**src/rtl/imm_encoder.sv**
```systemverilog
// imm_encoder: range-checks a LOAD/STORE/BRANCH request, packs it into a
// 32-bit instruction word and hands it out through a one-entry output
// register, tagging each word with a running byte address.
module imm_encoder #(
   parameter int unsigned ADDR_W    = 10,
   parameter int unsigned BASE_ADDR = 0
) (
   input  logic              clk,
   input  logic              rst_n,
   input  logic              clr,
   input  logic              in_valid,
   output logic              in_ready,
   input  logic [1:0]        in_fmt,
   input  logic [4:0]        in_rd,
   input  logic [4:0]        in_rs1,
   input  logic [4:0]        in_rs2,
   input  logic [2:0]        in_funct3,
   input  logic [31:0]       in_imm,
   output logic              out_valid,
   input  logic              out_ready,
   output logic [31:0]       out_instr,
   output logic [ADDR_W-1:0] out_addr,
   output logic              err_pulse,
   output logic              err_flag,
   output logic [15:0]       count
);

   localparam logic [ADDR_W-1:0] BASE      = ADDR_W'(BASE_ADDR);
   localparam logic [ADDR_W-1:0] ADDR_STEP = ADDR_W'(4);
   localparam logic [6:0]        OP_LOAD   = 7'b0000011;
   localparam logic [6:0]        OP_STORE  = 7'b0100011;
   localparam logic [6:0]        OP_BRANCH = 7'b1100011;

   typedef enum logic {
      EMPTY = 1'b0,
      FULL  = 1'b1
   } state_t;

   state_t              state_q;
   state_t              state_d;
   logic [ADDR_W-1:0]   wr_ptr_q;
   logic [ADDR_W-1:0]   wr_ptr_d;
   logic [ADDR_W-1:0]   out_addr_d;
   logic [31:0]         out_instr_d;
   logic                err_pulse_d;
   logic                err_flag_d;
   logic [15:0]         count_d;
   logic [31:0]         enc_c;
   logic                imm_ok_c;
   logic                accept_c;
   logic                drain_c;
   logic signed [31:0]  simm_c;

   assign in_ready  = (state_q == EMPTY) | out_ready;
   assign out_valid = (state_q == FULL);
   assign accept_c  = in_valid & in_ready & ~clr;
   assign drain_c   = out_valid & out_ready;
   assign simm_c    = $signed(in_imm);

   // Immediate range check per format; the reserved format never passes
   always_comb begin
      imm_ok_c = 1'b0;
      case (in_fmt)
         2'b00, 2'b01: imm_ok_c = (simm_c >= -32'sd2048) && (simm_c <= 32'sd2047);
         2'b10:        imm_ok_c = (simm_c >= -32'sd4096) && (simm_c <= 32'sd4094) && !in_imm[0];
         default:      imm_ok_c = 1'b0;
      endcase
   end

   // Instruction packing; unused register fields simply do not appear
   always_comb begin
      enc_c = '0;
      case (in_fmt)
         2'b00:   enc_c = {in_imm[11:0], in_rs1, in_funct3, in_rd, OP_LOAD};
         2'b01:   enc_c = {in_imm[11:5], in_rs2, in_rs1, in_funct3, in_imm[4:0], OP_STORE};
         default: enc_c = {in_imm[12], in_imm[10:5], in_rs2, in_rs1, in_funct3,
                           in_imm[4:1], in_imm[11], OP_BRANCH};
      endcase
   end

   // Next-state and next-register values; clr overrides every handshake
   always_comb begin
      state_d     = state_q;
      wr_ptr_d    = wr_ptr_q;
      out_instr_d = out_instr;
      out_addr_d  = out_addr;
      err_pulse_d = 1'b0;
      err_flag_d  = err_flag;
      count_d     = count;
      if (clr) begin
         state_d     = EMPTY;
         wr_ptr_d    = BASE;
         out_instr_d = '0;
         out_addr_d  = '0;
         err_flag_d  = 1'b0;
         count_d     = '0;
      end else begin
         if (drain_c) begin
            state_d = EMPTY;
            if (count != 16'hFFFF) count_d = count + 16'd1;
         end
         if (accept_c) begin
            if (imm_ok_c) begin
               state_d     = FULL;
               out_instr_d = enc_c;
               out_addr_d  = wr_ptr_q;
               wr_ptr_d    = wr_ptr_q + ADDR_STEP;
            end else begin
               err_pulse_d = 1'b1;
               err_flag_d  = 1'b1;
            end
         end
      end
   end

   // State register
   always_ff @(posedge clk or negedge rst_n) begin
      if (!rst_n) state_q <= EMPTY;
      else        state_q <= state_d;
   end

   // Datapath registers
   always_ff @(posedge clk or negedge rst_n) begin
      if (!rst_n) begin
         wr_ptr_q  <= BASE;
         out_instr <= '0;
         out_addr  <= '0;
         err_pulse <= 1'b0;
         err_flag  <= 1'b0;
         count     <= '0;
      end else begin
         wr_ptr_q  <= wr_ptr_d;
         out_instr <= out_instr_d;
         out_addr  <= out_addr_d;
         err_pulse <= err_pulse_d;
         err_flag  <= err_flag_d;
         count     <= count_d;
      end
   end

endmodule

```
**config.mk**
```make
export PLATFORM = sky130hd
export DESIGN_NAME = imm_encoder
export DESIGN_NICKNAME = d
export VERILOG_FILES = /design/src/rtl/imm_encoder.sv
export SDC_FILE = /design/constraint.sdc
export NUM_CORES = 1
export LEC_CHECK = 0
export ABC_AREA = 1
export BUFFER_PORTS_ARGS = -buffer_cell sky130_fd_sc_hd__buf_2
export CAP_MARGIN = 10
export CORE_MARGIN = 5
export CORE_UTILIZATION = 30
export DETAILED_ROUTE_END_ITERATION = 7
export PLACE_DENSITY = 0.5
export SLEW_MARGIN = 10
export SYNTH_ARGS = -nofsm -noshare
export SYNTH_HDL_FRONTEND = slang
export SYNTH_SLANG_ARGS = --single-unit
```
**constraint.sdc**
```tcl
create_clock -name clk -period 2.3 [get_ports clk]
set_input_delay 0.115 -clock clk [delete_from_list [all_inputs] [get_ports clk]]
set_output_delay 0.115 -clock clk [all_outputs]
set_load 0.01 [all_outputs]
```
==> impl_results.md, run 1 <==
* Post-synthesis simple-gate area fraction at 0.3659
* Worst path cell trace: ha_1 -> nand2_1 -> nor2_1 -> nand3_2 -> nor2_2 -> nor2_2 -> inv_2 -> nand2_4 -> inv_2 -> nand2_1 -> o31ai_1
* Area grow syn2layout at 27.56%
* Crit start category: register
* Count of cell types in the netlist at 33
* Port Buffers at 115
* Sequential-to-total area share from yosys stat at 0.4570
* Adder-Cell Fraction of Synth Area at 0.007140
* Clock Skew at ~6.7 ps
* Mean area per synthesized cell at approximately 7.6 um2
* CTS tree: yes
* Mapped Area at 3505 um2
* Later-pin clock latency in the skew report at roughly 320 ps
* Die area at approximately 14,000 um2
* GRT Total Usage at 0.1523
* Commonest non-fill, non-tap cell in the layout: nand2_1
* Commonest cells after routing, fill and taps aside: nand2_1 (159), buf_2 (115), dfrtp_1 (64), nor2_1 (46), nand4_1 (41)
* Postcts setup bufs at 0
* Maximum vdd drop at around 0.28 mV
* Clk root buf: clkbuf_16
* Synth warn at 0
* Fraction of registers with async set/reset at 1.000
* CP Capture Type: register
* CTS Hold Buffers Added at 1
* Final setup fails at 0
* Critical Path AT at 2090 ps
* Die width at around 120 um
* Worst-path clk slew at approximately 60 ps
* GRT met1 Usage at 0.2002
* Post-synthesis compound-gate area fraction at 0.05855
* Num CTS Buffers at 9
* CP Buf/Inv Count at 2
* Global route overflow at 0
* Final period util at 0.8224
* RSZ-0062 raised after global routing: no
* Xor/xnor share of the synthesized area at 0.03249
* Final Net Count at 630
* Vias per Instance at approximately 4.8
* CP max-delay cell: dfrtp_1
* Final instance area at roughly 4500 um2
* Post-CTS Resized at 0
* Core area at between 10,000 and 15,000 um2
* Worst slew pin tran at 720.3 ps
* Detailed-route via count at 3,438
* Dpl hpwl at 7.354 mm
* Initial DRC Count at 212
* Die extent in y at 118.1 um
* Initial Utilization at 0.3069
* Max Cap Viol at 0
* Slew Limit Fails at 0
* Most used DFF post-synth: dfrtp_1
* Cell family with the largest share of critical-path delay: simple AND/OR/NAND/NOR gates
* Fin. Hold Viols at 0
* # diodes at 0
* WL per Instance at 14.59 um
* Pre-antenna DRT Iters at 4
* Hold WC Path Type: in -> reg
* Mux share of post-synthesis cell area at 0
* Slew headroom at 0.5198
* Crit Path Class: reg -> reg
* Setup_tns at 0 ps
* Ports at 119
* Yosys reg bits at 64
* Global-route wire length before repair at between 15 and 20 mm
* Number of synthesized flops with an enable pin at 0
* Vias in the first global route at 3,438
* Post-route ant nets at 0
* Gpl congestion at between 0.8 and 0.9
* Largest net degree at the start of global routing at 45
* Power Total at around 2700 uW
* Drt total wl at 10.48 mm
* Cells after Synth at 460
* Maximum clock frequency at approximately 530 MHz
* H-tree depth at 3
* PwrDens at just over 600 nW/um2
* Max FO, Critical Path at 10
* Largest stage delay, worst path at around 430 ps
* Leak at roughly 0.0024 uW
* Initial antenna violation count at 0
* Sink Count at 64
* Residual DRC at 0
* Cell Rows at 39
* Met3 Use GR at 0.04805
* Outcome: finished clean
* Minimum clock period at ~1900 ps
* Gr busiest metal: met2
* Fraction of layout cells with a size suffix above 1 at 0.2574
* Main combinational cell family by area after synthesis: simple AND/OR/NAND/NOR gates
* Worst hold margin at between 40 and 50 ps
* Required @ worst endpoint at between 2000 and 3000 ps
* Placed Instance Area at around 4200 um2
* Clk buf depth at 2
* Met2 GRT Util at 0.2437
-- stage by stage --
| stage | util | worst slack [ps] | instances |
|---|---|---|---|
| final | 0.3915 | 408.5 | 718 |
| after floorplan | - | 637.2 | 462 |
| after detailed placement | 0.3666 | 432.8 | 702 |
| after global placement | 0.3666 | 512.7 | 702 |
| after global routing | 0.3915 | 253.5 | 718 |
| after CTS | 0.3915 | 425.5 | 718 |
-- synth_stat cells, types with 2 or more instances --
master    number  area share
nand2_1      159        0.17
clkbuf_1       9      0.0096
buf_6          4       0.013
xnor2_1        3      0.0075
nor2_2         2      0.0036
nand3_2        2      0.0057
buf_1          2      0.0021
ha_1           2      0.0071
nor2_1        46       0.049
nand3_1       27       0.039
o31ai_1        7       0.015
buf_2          2      0.0029
inv_2          3      0.0032
o21ai_1        2      0.0029
o21ai_0        7       0.010
nor3_1         6      0.0086
buf_4          8       0.017
inv_1         27       0.029
a21oi_1       15       0.021
nand4_1       41       0.073
dfrtp_1       64        0.46
nand2_4        2      0.0064
xor2_1        10       0.025
-- tightest hold or removal path, cell delays in order --
cell	delay, ps
buf_2	80
nand4_1	80
nand2_1	70
-- cell type report --
class	instances	area, um2
fill	1222	6948
multi-input combinational	342	1649
sequential	64	1602
timing repair buffer	123	650.6
clock buffer	12	256.5
tap	143	178.9
inverter	31	116.4
clock inverter	3	17.52
-- final timing paths --
path | start | to | slack (ps) | depth (start not counted)
max | count[0]$_DFFE_PN0P_ | count[12]$_DFFE_PN0P_ | 410 | 11
min | in_rs1[1] | out_instr[16]$_DFFE_PN0P_ | 50 | 3
max reg2reg | count[0]$_DFFE_PN0P_ | count[12]$_DFFE_PN0P_ | 410 | 11
min reg2reg | out_addr[4]$_DFFE_PN0P_ | out_addr[4]$_DFFE_PN0P_ | 470 | 2
max in group asynchronous | rst_n | wr_ptr_q[7]$_DFFE_PN0P_ | 1210 | 3
min in group asynchronous | rst_n | err_pulse$_DFF_PN0_ | 450 | 2
-- kinds of logic after synthesis --
group / after synthesis
compound gates: 35
xor+xnor: 13
fa+ha+maj: 2
buf+inv: 56
flops: 64
other cells: 1
simple gates: 289
-- report_power, final --
group	switching [uW]	leakage, uW	internal, uW
clock	477	0.000134	778
sequential	19.4	0.000882	1160
combinational	189	0.00141	98.9
-- sequential cells by signal, summed over array words and instances, names as in the netlist --
signal / cells
out_instr: 28
count: 16
out_addr: 9
wr_ptr_q: 8
err_flag: 1
err_pulse: 1
out_valid: 1
-- routing by layer --
metal,share of wire,vias to the layer above
met3,0.054,11
li1,-,1726
met5,0,-
met2,0.47,94
met1,0.46,1607
met4,0.011,0
No activity file was read; power rests on OpenSTA's default activity.
==> inputs of run 2 (changes only) <==
==> constraint.sdc (replaced) <==
create_clock -name clk -period 1.8 [get_ports clk]
set_input_delay 0.09 -clock clk [delete_from_list [all_inputs] [get_ports clk]]
set_output_delay 0.09 -clock clk [all_outputs]
set_load 0.01 [all_outputs]
==> run 2 against run 1 <==
Clock-buffer cell count unchanged. Cell count increased by 1.7%. Critical path depth unchanged. Critical path type unchanged. Critical endpoint unchanged.
==> impl_results.md, run 2 (synthesized netlist as in run 1, its figures left out) <==
* Largest net degree at the start of global routing at 32
* Vias in the first global route at 3,430
* Gpl congestion at roughly 0.88
* Reg2reg start: count[1]$_DFFE_PN0P_
* Drt total wl at ~10 mm
* Sink Count at 64
* Num CTS Buffers at 9
* Int Power at 2618 uW
* Outcome: finished clean
* Clk root buf: clkbuf_16
* Flop pwr share at 0.429
* Critical Path AT at 1890 ps
* Die extent in y at about 120 um
* Biggest register: out_instr
* Comb power frac at 0.113
* P_sw at ~880 uW
* Vias per Instance at ~4.7
* Max Cap Viol at 0
* Area grow syn2layout at 31.77%
* CP Capture Type: register
* Later-pin clock latency in the skew report at 320 ps
* Die area at between 10,000 and 15,000 um2
* Setup_tns at 0 ps
* Commonest non-fill, non-tap cell in the layout: nand2_1
* Worst slew pin tran at around 670 ps
* Maximum vdd drop at ~0.43 mV
* Leak at 0.002495 uW
* Fin. Hold Viols at 0
* Slew headroom at 0.5546
* Hold Path Stages at 3
* Worst hold path endpoint: out_instr[14]$_DFFE_PN0P_
* Dpl hpwl at 7.572 mm
* Switching part of the total at 0.2518
* GRT Total Usage at 0.1505
* Hold WC Path Type: in -> reg
* Crit start category: register
* RSZ-0062 raised after global routing: no
* Initial Utilization at 0.3069
* Top flop regs: out_instr (28), count (16), out_addr (9)
* Final Net Count at 642
* Global-route wire length before repair at between 15 and 20 mm
* Pre-antenna DRT Iters at 4
* Max reg flops at 28
* Worst-path clk slew at around 50 ps
* Postcts setup bufs at 0
* Min-delay src: in_funct3[2]
* Residual DRC at 0
* Global route overflow at 0
* Critical R2R Capture: count[12]$_DFFE_PN0P_
* PwrDens at roughly 760 nW/um2
* Initial antenna violation count at 0
* Die width at around 120 um
* Minimum clock period at ~1700 ps
* WL per Instance at ~14 um
* Clk buf depth at 2
* Fraction of layout cells with a size suffix above 1 at 0.2743
* H-tree depth at 3
* Port Buffers at about 120
* Clock power frac at 0.458
* Detailed-route via count at roughly 3,400
* Required @ worst endpoint at approximately 2000 ps
* Crit Path Class: reg -> reg
* Initial DRC Count at 210
* CTS tree: yes
* Final period util at 0.9199
* Final setup fails at 0
* Ports at 119
* Slew Limit Fails at 0
* Max FO, Critical Path at 10
* Worst R2R Path Depth at 11
* # diodes at 0
* Cell Rows at 39
* Worst hold margin at 17.79 ps
* Clock Skew at approximately 4.5 ps
* Maximum clock frequency at about 600 MHz
* Post-route ant nets at 0
* Filler cells at ~1,200
* R2R setup slack at 140 ps
* Core area at ~11,000 um2
* Commonest cells after routing, fill and taps aside: nand2_1 (159), buf_2 (115), dfrtp_1 (64), nor2_1 (46), nand4_1 (41)
[run 2: through the flow]
stage | worst slack (ps) | instances | cell area (um2) | util | power [uW]
floorplan | 137.2 | 462 | 3512 | - | 1714
global placement | 139.2 | 714 | 4314 | 0.3778 | 1920
detailed placement | 27.90 | 714 | 4314 | 0.3778 | 1923
CTS | 13.19 | 730 | 4598 | 0.4027 | 3551
global route | 8.820 | 730 | 4618 | 0.4044 | 3667
finish | 144.1 | 730 | 4618 | 0.4044 | 3499
[run 2: timing repair]
| item | CTS | global route |
|---|---|---|
| gates resized for setup | 0 | 4 |
| endpoints found under the hold margin | 24 | 0 |
| endpoints found under the setup margin | 0 | 13 |
| hold buffers | 1 | 0 |
[run 2: worst max-delay path, cell delays in order, from the launching register on]
cell and delay (ps):
dfrtp_1 420, ha_4 190, nand2_1 60, nor2_1 110, nand3_2 80, nor2_2 140
nor2_4 80, inv_4 120, nand2_4 80, inv_2 140, nand2_1 80, o31ai_1 60
[run 2: cell type report]
class,count,area (um2),share of cell area
multi-input combinational,342,1667,0.3609
clock buffer,12,256.5,0.05554
clock inverter,3,17.52,0.003793
timing repair buffer,135,778.2,0.1685
inverter,31,118.9,0.02574
tap,143,178.9,0.03874
sequential,64,1602,0.3468
[run 2: layer usage]
metal  GRT usage  up-vias  routed length [um]
met1      0.1991     1612                4815
met4     0.05448        0                 106
met5           0        -                   0
met3     0.03412        8                 467
met2      0.2402       76                5045
li1            -     1753                   -
[run 2: worst max path at each step]
stage,startpoint,to,cells after the start
after floorplan,count[0]$_DFFE_PN0P_,count[13]$_DFFE_PN0P_,11
after global placement,count[1]$_DFFE_PN0P_,count[7]$_DFFE_PN0P_,11
after detailed placement,count[1]$_DFFE_PN0P_,count[12]$_DFFE_PN0P_,11
after CTS,count[1]$_DFFE_PN0P_,count[12]$_DFFE_PN0P_,11
after global routing,count[1]$_DFFE_PN0P_,count[11]$_DFFE_PN0P_,11
final,count[1]$_DFFE_PN0P_,count[12]$_DFFE_PN0P_,11
[run 2: power groups by stage]
stage / sequential [uW] / clock (uW) / combinational [uW]
6_report: 1500 / 1600 / 395
5_1_grt: 1500 / 1710 / 448
4_1_cts: 1500 / 1650 / 402
3_5_place_dp: 1520 / 0 / 400
3_3_place_gp: 1520 / 0 / 397
2_1_floorplan: 1540 / 0 / 176
